## src/rtl/line_fetch_scheduler.sv

```systemverilog
// rtl/line_fetch_scheduler.sv - ping-pong linebuffer refill sequencer for the video output path.
// Optional data-beat watchdog enabled by defining FETCH_TIMEOUT_EN.
module line_fetch_scheduler #(
    parameter int                         ADDRESS_WIDTH  = 32,
    parameter int                         LB_ADDR_WIDTH  = 10,
    parameter int                         DISPLAY_WIDTH  = 640,
    parameter int                         DISPLAY_HEIGHT = 480,
    parameter logic [ADDRESS_WIDTH-1:0]   FB_BASE        = 32'h1000_0000,
    parameter int                         BURST_WORDS    = 16
`ifdef FETCH_TIMEOUT_EN
    ,
    parameter int                         TIMEOUT_CYCLES = 1024
`endif
) (
    input  logic                     pclk,
    input  logic                     reset,
    input  logic                     req_line,
    input  logic                     req_frame,
    output logic                     rd_req_valid,
    input  logic                     rd_req_ready,
    output logic [ADDRESS_WIDTH-1:0] rd_addr,
    output logic [7:0]               rd_len,
    input  logic                     rd_data_valid,
    input  logic [31:0]              rd_data,
    output logic                     lb_we,
    output logic [LB_ADDR_WIDTH-1:0] lb_waddr,
    output logic [31:0]              lb_wdata,
    output logic                     disp_bank,
    output logic                     busy,
    output logic                     fetch_done,
    output logic [15:0]              underrun_cnt
`ifdef FETCH_TIMEOUT_EN
    ,
    output logic                     timeout_err
`endif
);

    typedef enum logic [1:0] {IDLE, ISSUE, DATA} state_t;
    typedef logic [LB_ADDR_WIDTH-1:0] ptr_t;

    localparam int          WPL       = DISPLAY_WIDTH / 4;
    localparam ptr_t        WPL_P     = ptr_t'(WPL);
    localparam ptr_t        BURST_P   = ptr_t'(BURST_WORDS);
    localparam logic [15:0] LAST_LINE = 16'(DISPLAY_HEIGHT - 1);

    state_t      state;
    logic        req_line_q, req_line_qq, req_frame_q, req_frame_qq;
    logic        fill_bank, fetch_bank;
    logic [15:0] line_idx, fetch_line;
    ptr_t        word_ptr;
    logic [7:0]  beats_left;
`ifdef FETCH_TIMEOUT_EN
    logic [31:0] to_cnt;
`endif

    function automatic logic [ADDRESS_WIDTH-1:0] burst_addr(input logic [15:0] line, input ptr_t ptr);
        return FB_BASE + ADDRESS_WIDTH'(line) * ADDRESS_WIDTH'(DISPLAY_WIDTH)
                       + (ADDRESS_WIDTH'(ptr) << 2);
    endfunction

    function automatic logic [7:0] burst_len(input ptr_t ptr);
        ptr_t rem;
        rem = WPL_P - ptr;
        return (rem > BURST_P) ? 8'(BURST_P) : 8'(rem);
    endfunction

    logic        line_edge, frame_edge;
    logic [15:0] cur_line, next_line;
    ptr_t        ptr_next;

    // A frame edge resets the line counter before a same-cycle line edge samples it.
    assign line_edge  = req_line_q & ~req_line_qq;
    assign frame_edge = req_frame_q & ~req_frame_qq;
    assign cur_line   = frame_edge ? 16'd0 : line_idx;
    assign next_line  = (cur_line == LAST_LINE) ? 16'd0 : cur_line + 16'd1;
    assign ptr_next   = word_ptr + ptr_t'(1);

    assign rd_req_valid = (state == ISSUE);
    assign busy         = (state != IDLE);

    always_ff @(posedge pclk or posedge reset) begin
        if (reset) begin
            state        <= IDLE;
            req_line_q   <= 1'b0;
            req_line_qq  <= 1'b0;
            req_frame_q  <= 1'b0;
            req_frame_qq <= 1'b0;
            fill_bank    <= 1'b1;
            fetch_bank   <= 1'b0;
            line_idx     <= '0;
            fetch_line   <= '0;
            word_ptr     <= '0;
            beats_left   <= '0;
            rd_addr      <= '0;
            rd_len       <= '0;
            lb_we        <= 1'b0;
            lb_waddr     <= '0;
            lb_wdata     <= '0;
            disp_bank    <= 1'b0;
            fetch_done   <= 1'b0;
            underrun_cnt <= '0;
`ifdef FETCH_TIMEOUT_EN
            to_cnt       <= '0;
            timeout_err  <= 1'b0;
`endif
        end else begin
            req_line_q   <= req_line;
            req_line_qq  <= req_line_q;
            req_frame_q  <= req_frame;
            req_frame_qq <= req_frame_q;
            lb_we        <= 1'b0;
            fetch_done   <= 1'b0;

            if (frame_edge)
                line_idx <= 16'd0;
            if (line_edge) begin
                line_idx <= next_line;
                if (state != IDLE && underrun_cnt != 16'hFFFF)
                    underrun_cnt <= underrun_cnt + 16'd1;
            end

            case (state)
                IDLE: begin
                    if (line_edge) begin
                        disp_bank  <= fill_bank;
                        fill_bank  <= ~fill_bank;
                        fetch_bank <= fill_bank;
                        fetch_line <= cur_line;
                        word_ptr   <= '0;
                        rd_addr    <= burst_addr(cur_line, '0);
                        rd_len     <= burst_len('0);
                        state      <= ISSUE;
                    end
                end
                ISSUE: begin
                    if (rd_req_ready) begin
                        beats_left <= rd_len;
                        state      <= DATA;
`ifdef FETCH_TIMEOUT_EN
                        to_cnt     <= '0;
`endif
                    end
                end
                DATA: begin
                    if (rd_data_valid) begin
                        lb_we      <= 1'b1;
                        lb_waddr   <= {fetch_bank, word_ptr[LB_ADDR_WIDTH-2:0]};
                        lb_wdata   <= rd_data;
                        word_ptr   <= ptr_next;
                        beats_left <= beats_left - 8'd1;
`ifdef FETCH_TIMEOUT_EN
                        to_cnt     <= '0;
`endif
                        if (beats_left == 8'd1) begin
                            if (ptr_next == WPL_P) begin
                                state      <= IDLE;
                                fetch_done <= 1'b1;
                            end else begin
                                rd_addr <= burst_addr(fetch_line, ptr_next);
                                rd_len  <= burst_len(ptr_next);
                                state   <= ISSUE;
                            end
                        end
                    end
`ifdef FETCH_TIMEOUT_EN
                    // Abandon the line; whatever was written stays in the bank.
                    else if (to_cnt == 32'(TIMEOUT_CYCLES - 1)) begin
                        state       <= IDLE;
                        timeout_err <= 1'b1;
                    end else begin
                        to_cnt <= to_cnt + 32'd1;
                    end
`endif
                end
                default: state <= IDLE;
            endcase
        end
    end

endmodule

```

## config.mk

```make
export PLATFORM = sky130hd
export DESIGN_NAME = line_fetch_scheduler
export DESIGN_NICKNAME = d
export VERILOG_FILES = /design/src/rtl/line_fetch_scheduler.sv
export SDC_FILE = /design/constraint.sdc
export NUM_CORES = 1
export LEC_CHECK = 0
export ABC_AREA = 1
export CORE_MARGIN = 8
export CORE_UTILIZATION = 30
export CTS_CLUSTER_DIAMETER = 120
export DETAILED_ROUTE_END_ITERATION = 10
export SLEW_MARGIN = 25
export SYNTH_ARGS = -nofsm -noshare
export SYNTH_HDL_FRONTEND = slang
export SYNTH_SLANG_ARGS = --single-unit
```

## constraint.sdc

```tcl
create_clock -name pclk -period 6.55 [get_ports pclk]
set_input_delay 0.9825 -clock pclk [delete_from_list [all_inputs] [get_ports pclk]]
set_output_delay 0.9825 -clock pclk [all_outputs]
set_load 0.02 [all_outputs]
```

# Word level (Yosys, flattened, before mapping)

Index checks and enable logic that the tools add are counted.

Register bits: 158
Latch bits: 0
Memory bits (writable): 0
Memory bits (read-only): 0
Bits of input ports: 38
Output and inout port bits: 103
Logic and storage cells: 89
Memories: 0

Add/sub/neg operators: 8
$mul: 2
Div/mod/pow operators: 0
Magnitude comparators: 1
Equality and inequality tests: 11
Shift-type cells: 0
Multiplexer cells: 32
Bitwise gates (word level): 5
Reduce and logical (&&, ||, !) cells: 12

Operator list:

| cell                                                  | number |
|---|---|
| two-way mux 32 bit                                    | 4 |
| one-hot mux 32 bit (2 select lines)                   | 1 |
| adder 29 x 26 -> 30 bit (first input constant)        | 2 |
| two-way mux 8 bit                                     | 7 |
| two-way mux 16 bit                                    | 3 |
| multiplier 16 x 3 -> 19 bit (second input constant)   | 2 |
| adder 16 x 1 -> 16 bit (second input constant)        | 2 |
| one-hot mux 8 bit (2 select lines)                    | 2 |
| adder 30 x 12 -> 31 bit                               | 1 |
| two-way mux 10 bit                                    | 2 |
| one-hot mux 10 bit (2 select lines)                   | 1 |
| equality test 16 x 9 -> 1 bit (second input constant) | 1 |
| != test 16 bit (second input constant)                | 1 |
| adder 10 x 1 -> 10 bit (second input constant)        | 1 |
| equality test 10 x 8 -> 1 bit (second input constant) | 1 |
| > comparator 10 x 5 -> 1 bit (second input constant)  | 1 |
| subtractor 8 x 10 -> 10 bit (first input constant)    | 1 |
| equality test 8 x 1 -> 1 bit (second input constant)  | 1 |
| two-way mux 2 bit                                     | 4 |
| != test 2 bit (second input constant)                 | 4 |
| subtractor 8 x 1 -> 8 bit (second input constant)     | 1 |
| two-way mux 1 bit                                     | 7 |
| one-hot mux 2 bit (3 select lines)                    | 1 |
| AND reduction 2 bit                                   | 3 |
| other kinds (11)                                      | 17 |

# Depth between registers and ports, before layout

Word-level depth: 8
Mapped depth: 21
Mapped depth without buffers: 20

# Least setup slack after synthesis

OpenSTA, ideal clock, no wires.

Path kind: register to register
Start point: register fetch_line[1]
End point: register rd_addr[20]
Setup time: 0.077 ns
Arrival time: 2.764 ns
Data required time: 6.473 ns
Path slack: 3.709 ns
Cell stages (with the launch flop): 16
Buffers on the path: 0
Cells stage by stage: dfrtp_1 ha_1 ha_1 fa_1 ha_1 nand2_1 nor2_1 nand2_1 nand3_1 nand3_1 nor2_1 nand2_1 nor2_4 xor2_1 nand2_1 a21oi_1

Word-level cells in the longest chain between the ends: 7

RTL lines:

| item                                | RTL line | text |
|---|---|---|
| start: declaration                  | 49       | `logic [15:0] line_idx, fetch_line;` |
| start signal: assignment            | 128      | `fetch_line <= cur_line;` |
| multiplier 16 x 3 -> 19 bit         | 57       | `return FB_BASE + ADDRESS_WIDTH'(line) * ADDRESS_WIDTH'(DISPLAY_WIDTH)` |
| adder 29 x 26 -> 30 bit             | 57       |  |
| adder 30 x 12 -> 31 bit             | 58       | `+ (ADDRESS_WIDTH'(ptr) << 2);` |
| two-way mux 32 bit                  | 155      | `if (ptr_next == WPL_P) begin` |
| two-way mux 32 bit                  | 154      | `if (beats_left == 8'd1) begin` |
| two-way mux 32 bit                  | 145      | `if (rd_data_valid) begin` |
| one-hot mux 32 bit (2 select lines) | 122      | `case (state)` |
| end signal: assignment              | 130      | `rd_addr <= burst_addr(cur_line, '0);` |
| end signal: assignment              | 159      | `rd_addr <= burst_addr(fetch_line, ptr_next);` |
| end: declaration                    | 21       | `output logic [ADDRESS_WIDTH-1:0] rd_addr,` |

Every way passes these cells. The select of a mux whose other input is x is not followed.
A chain may end at the register's enable or synchronous reset.

# Worst setup path after layout

Start point: register req_frame_q
End point: register rd_addr[21]

Word-level cells in the longest chain between the ends: 6

RTL lines:

| item                                | RTL line | text |
|---|---|---|
| start: declaration                  | 47       | `logic req_line_q, req_line_qq, req_frame_q, req_frame_qq;` |
| start signal: assignment            | 109      | `req_frame_q <= req_frame;` |
| bitwise AND 1 bit                   | 73       | `assign frame_edge = req_frame_q & ~req_frame_qq;` |
| two-way mux 16 bit                  | --       |  |
| named net cur_line[8]               | 68       | `logic [15:0] cur_line, next_line;` |
| multiplier 16 x 3 -> 19 bit         | 57       |  |
| adder 29 x 26 -> 30 bit             | 57       |  |
| two-way mux 32 bit                  | 124      | `if (line_edge) begin` |
| one-hot mux 32 bit (2 select lines) | 122      |  |

The timed path passes the listed nets, and every way through them passes these cells. The select of a mux whose other input is x is not followed.

==> summary.md <==
| Metric | Value |
|---|---|
| Status | `completed` |
| Vias in the first global route | `8462` |
| Starting Density | `0.302` |
| Most frequent cells in the layout | `nand2_1, inv_1, dfrtp_1` |
| Antenna violations before repair | `0` |
| Setup violations, final | `0` |
| Worst setup EP type | `flip-flop` |
| Avg Cell Area, Syn | `roughly 7.5 um2` |
| Hold Fails Final Rpt | `0` |
| Width of the chip | `roughly 190 um` |
| Hold Crit Class | `flip-flop to flip-flop` |
| Layout cells sized above 1 | `0.0450` |
| Global route total overflow | `0` |
| Synth Cell Area | `about 9400 um2` |
| Tcrit/Tclk final | `0.557` |
| DIE HEIGHT | `193 um` |
| Most common cell after layout, fill and taps aside | `nand2_1` |
| Post-synthesis sequential area ratio | `0.403` |
| Clk sinks | `~150` |
| First-pass GRT wire length | `43600 um` |
| Worst Setup Start Kind | `flip-flop` |
| Kind of critical path | `flip-flop to flip-flop` |
| Full die area | `around 37000 um2` |
| Core area | `roughly 31000 um2` |
| GRT met2 Usage | `0.223` |
| Min Tclk post-route | `between 3 and 4 ns` |
| Worst slew margin | `0.353` |
| 1st-iter DRT viols | `around 520` |
| Setup repair bufs after CTS | `0` |
| Clock-pin slew on the worst setup and hold paths | `approximately 0.060 ns` |
| TritonCTS clock tree | `done` |
| RSZ-0062 raised after global routing | `false` |
| Wirelength per Cell | `between 10 and 15 um` |
| Fill cells | `about 3300` |
| DP HPWL | `between 15000 and 20000 um` |
| Placed Cells | `around 1800` |
| GR Layer Usage met1 | `0.177` |
| Hold-fix buffers at CTS | `0` |
| Max IR drop VDD | `229 uV` |
| Clk_skew | `about 0.016 ns` |
| Post-layout nets | `approximately 1500` |
| I/O Buffers | `about 130` |
| YS warnings | `0` |
| Total track usage | `0.140` |
| Via/cell ratio | `about 4.7` |
| P_leak | `0.00580 uW` |
| Yosys cell types | `slightly above 50` |
| Synthesized flop and latch total | `approximately 150` |
| Asr flop ratio synth | `1.00` |
| Area grow syn2layout | `24.7%` |
| Critical-path top delay cell | `nor2_1` |
| Post-route insts no fill | `1802` |
| Max Slew Vio Count | `0` |
| Detail Route Antenna Nets | `0` |
| Met3 global-route usage | `0.0488` |
| Vias | `~8400` |
| Fmax | `274 MHz` |
| Final Wtd Congestion | `a little under 0.9` |
| Syn Inst Count | `1262` |
| WP data required | `around 7 ns` |
| Rows | `65` |
| Largest net degree at the start of global routing | `just under 100` |
| Most Crowded Layer GR | `met2` |
| Clock root buffer | `clkbuf_16` |
| Max Fanout on Critical Path | `14` |
| Clock Tree Buf Depth | `2` |
| Diode count | `0` |
| Post_cts resized | `0` |
| Remaining routing DRC violations | `0` |
| Max-cap viol count | `0` |
| CP most frequent cell | `nand2_1` |
| Drt total wl | `25800 um` |
| Worst slew pin tran | `approximately 0.97 ns` |
| TNS Setup | `0 ns` |
| Length of the first detailed-routing pass in iterations | `5` |
| # H-tree levels | `4` |
| Top FF cell, synth | `dfrtp_1` |
| Crit path arrival time | `around 4.0 ns` |
| PD cells | `between 300 and 400 nW/um2` |
| I/O pins | `around 140` |
| Post-synth EDFFs | `0` |
| Worst-path cell chain | `inv_1 -> nor2_1 -> inv_1 -> nand2_1 -> inv_1 -> ha_1 -> ha_1 -> nand2_1 -> nor2_1 -> nand2_1 -> o211ai_1 -> a21boi_0 -> o21ai_0 -> nand2_1 -> nand3_1 -> nand2_1 -> nand2_1 -> nand2_1` |
| Peak per-stage delay on the critical path | `0.71 ns` |
| CTS buffer count | `17` |
| Clock Latency Late Sink | `0.43 ns` |
==> synthesized netlist by cell type (4+ instances only) <==
library cell  count  area (um2)
a21oi_1          47         235
a31oi_1           7        43.8
buf_2             6        30.0
buf_4            10        75.1
clkbuf_1         17        63.8
dfrtp_1         151        3780
ha_1             67         838
inv_1           153         574
inv_2             5        18.8
nand2_1         395        1480
nand3_1          81         405
nand4_1          13        81.3
nor2_1          127         477
nor2_4            4        45.0
nor3_1           13        65.1
o211ai_1          6        45.0
o21ai_0          67         335
o22ai_1           8        50.1
xnor2_1           7        61.3
xor2_1           33         289
==> power breakdown <==
| group | internal, uW | switching (uW) |
|---|---|---|
| Clock | 625 | 415 |
| Combinational | 548 | 829 |
| Sequential | 1170 | 171 |
| Total | 2340 | 1410 |
==> metrics by stage <==
step                      total power [uW]  utilization  instance area (um2)  hold WS [ns]  setup WS, ns
after global routing                  4010        0.376                11800         0.395          2.51
final                                 3760        0.376                11800         0.375          2.90
after floorplan                       2150            -                 9450         0.354          1.48
after detailed placement              2750        0.356                11100         0.366          2.77
after global placement                2730        0.356                11100         0.360          2.71
after CTS                             3820        0.376                11800         0.381          2.93
==> state kept, by name, indices dropped and copies added (netlist names), 8 cells and up <==
name	count
word_ptr	10
lb_waddr	10
lb_wdata	32
beats_left	8
underrun_cnt	16
line_idx	16
rd_addr	26
rd_len	8
fetch_line	16
==> worst max-delay path, delay by kind of cell, from the launching register on <==
| kind | cells | cell delay, ns |
|---|---|---|
| AOI/OAI and AO/OA | 3 | 0.72 |
| and+or+nand+nor | 10 | 1.50 |
| DFF | 1 | 0.34 |
| buffers and inverters | 3 | 0.39 |
| adders and majority gates | 2 | 0.64 |
==> kinds of logic (layout without fill, tap and decap cells) <==
family          after synthesis  in the layout  share of synthesized area
simple gates                654            654                      0.289
buf+inv                     195            328                     0.0840
flops                       152            152                      0.403
compound gates              148            148                     0.0864
fa+ha+maj                    70             70                     0.0953
xor+xnor                     42             42                     0.0418
other cells                   1              6                   0.000398
==> path summary, 6_finish.rpt <==
kind | slack (ns) | cells past startpoint | from | endpoint
worst max register to register | 2.90 | 18 | req_frame_q | rd_addr[21]
worst min register to register | 0.37 | 0 | req_line_q | req_line_qq
worst max-delay path | 2.90 | 18 | req_frame_q | rd_addr[21]
max in group asynchronous | 4.13 | 3 | reset | word_ptr[2]
worst min-delay path | 0.37 | 0 | req_line_q | req_line_qq
min in group asynchronous | 1.12 | 2 | reset | lb_wdata[18]
==> layer usage <==
layer | share of wire | up-vias
met5 | 0 | -
met4 | 0.018 | 0
met2 | 0.44 | 204
li1 | - | 4268
met3 | 0.074 | 33
met1 | 0.47 | 3890
==> final cells by class <==
type / instances / area [um2] / area share
tap: 402 / 503 / 0.0428
sequential: 152 / 3800 / 0.324
timing repair buffer: 137 / 1360 / 0.116
clock buffer: 20 / 457 / 0.0388
multi-input combinational: 920 / 4860 / 0.413
inverter: 159 / 602 / 0.0512
clock inverter: 12 / 166 / 0.0142
(Power assumes the default switching activity.)
==> RTL edit (same settings) <==
Set the parameter `ADDRESS_WIDTH` to 64 (it was 32).
--- a/src/rtl/line_fetch_scheduler.sv
+++ b/src/rtl/line_fetch_scheduler.sv
@@ -1,7 +1,7 @@
 // rtl/line_fetch_scheduler.sv - ping-pong linebuffer refill sequencer for the video output path.
 // Optional data-beat watchdog enabled by defining FETCH_TIMEOUT_EN.
 module line_fetch_scheduler #(
-    parameter int                         ADDRESS_WIDTH  = 32,
+    parameter int                         ADDRESS_WIDTH  = 64,
     parameter int                         LB_ADDR_WIDTH  = 10,
     parameter int                         DISPLAY_WIDTH  = 640,
     parameter int                         DISPLAY_HEIGHT = 480,
Ports: changed (resized rd_addr); port bits go from 141 to 173. No check against the original RTL was run, so the function may have changed too.
==> RTL edit against the original RTL <==
Synthesized cell count up 2.5%. Sequential cell count unchanged. Setup slack better by 0.10 ns. Power down 0.19%. Routed wire length up 5.5%. Area after synthesis up 2.5%. Cell area up 1.0%. Critical path type unchanged. Highest routed layer unchanged.
==> RTL edit: results (changes against the original RTL) <==
register area share after synthesis=39.3% (-1.0 points); met3 Track Usage GR=5.50% (+0.63 points); Clock Skew=0.0162 ns (+0.000132 ns); Area growth, synth to finish=22.8%; GPL Wtd Cong=0.892 (+1.7%); Synth area leaders=dfrtp_1, nand2_1, ha_1, inv_1, nor2_1; Fill cells=3270 (-0.40%); Slew HR=36.8% (+1.5 points); met2 wire len=12300 µm (+8.9%); R2R cell count=14 (-4); routed metal-1 wirelength=12300 µm (+1.3%); Syn. warnings=0 (unchanged); dpl ws=2.98 ns (+0.203 ns); Area after DPL=11300 µm² (+1.3%); post-DP HPWL=20800 µm (+6.3%); arrival time worst endpoint=3.86 ns (-0.15 ns); CP max stage cell=nor2_1; Hold Path Depth=0 (unchanged); largest net degree at the start of global routing=99 (unchanged); Pleak=5.92 nW (+2.1%); Routed WL=27200 µm (+5.5%); vias in the first global route=8541 (+0.93%); Switching Share=39.6% (+2.0 points); VDD IR max=0.205 mV (-11%); status=completed; Clk. pwr=0.998 mW (-4%); sequential power share=35.8% (about the same); first-pass GRT wire length=44400 µm (+1.8%); cell family with most CP delay=compound AO/OA/AOI/OAI gates; Vias/cell=4.58 (-1.6%); met3 wire len=2250 µm (+18%); layout cell share with drive strength beyond 1=4.67% (+0.17 points); met1 usage=17.5% (-0.25 points); First DRT Iteration DRCs=490 (-5.6%); nets@finish=1531 (+2.4%)
RTL edit: stage by stage:
| step | hold slack (ns) | total power [mW] | std cells |
|---|---|---|---|
| finish | 0.374 | 3.75 | 1838 |
| global route | 0.395 | 3.99 | 1838 |
| CTS | 0.375 | 3.80 | 1837 |
| detailed placement | 0.361 | 2.78 | 1805 |
| global placement | 0.359 | 2.77 | 1805 |
| floorplan | 0.354 | 2.18 | 1331 |
RTL edit: path summary, 6_finish.rpt:
path	to	start	slack [ns]
max	rd_addr[18]$_DFFE_PP0P_	req_frame_qq$_DFF_PP0_	3.00
min	req_frame_qq$_DFF_PP0_	req_frame_q$_DFF_PP0_	0.37
max reg2reg	rd_addr[18]$_DFFE_PP0P_	req_frame_qq$_DFF_PP0_	3.00
min reg2reg	req_frame_qq$_DFF_PP0_	req_frame_q$_DFF_PP0_	0.37
max in group asynchronous	line_idx[13]$_DFF_PP0_	reset	4.72
min in group asynchronous	lb_wdata[10]$_DFFE_PP0P_	reset	0.83
RTL edit: cell type report:
type / count / area share, %
multi-input cells: 952 / 41.9
flip-flops and latches: 152 / 32.0
repair buffers: 141 / 11.9
inverters: 159 / 5.07
well taps: 402 / 4.23
clock buffers: 17 / 3.58
clock inverters: 15 / 1.29
RTL edit: cell families (layout without fill, tap and decap cells):
| kind of cell | Yosys count | count (layout) | synth area share, % |
|---|---|---|---|
| XOR/XNOR | 42 | 42 | 4.08 |
| AO/OA/AOI/OAI | 148 | 148 | 8.42 |
| buffers and inverters | 227 | 332 | 10.7 |
| other | 1 | 38 | 0.0388 |
| adder cells (fa/ha/maj) | 70 | 70 | 9.29 |
| flip-flops | 152 | 152 | 39.3 |
| AND/OR/NAND/NOR | 654 | 654 | 28.2 |
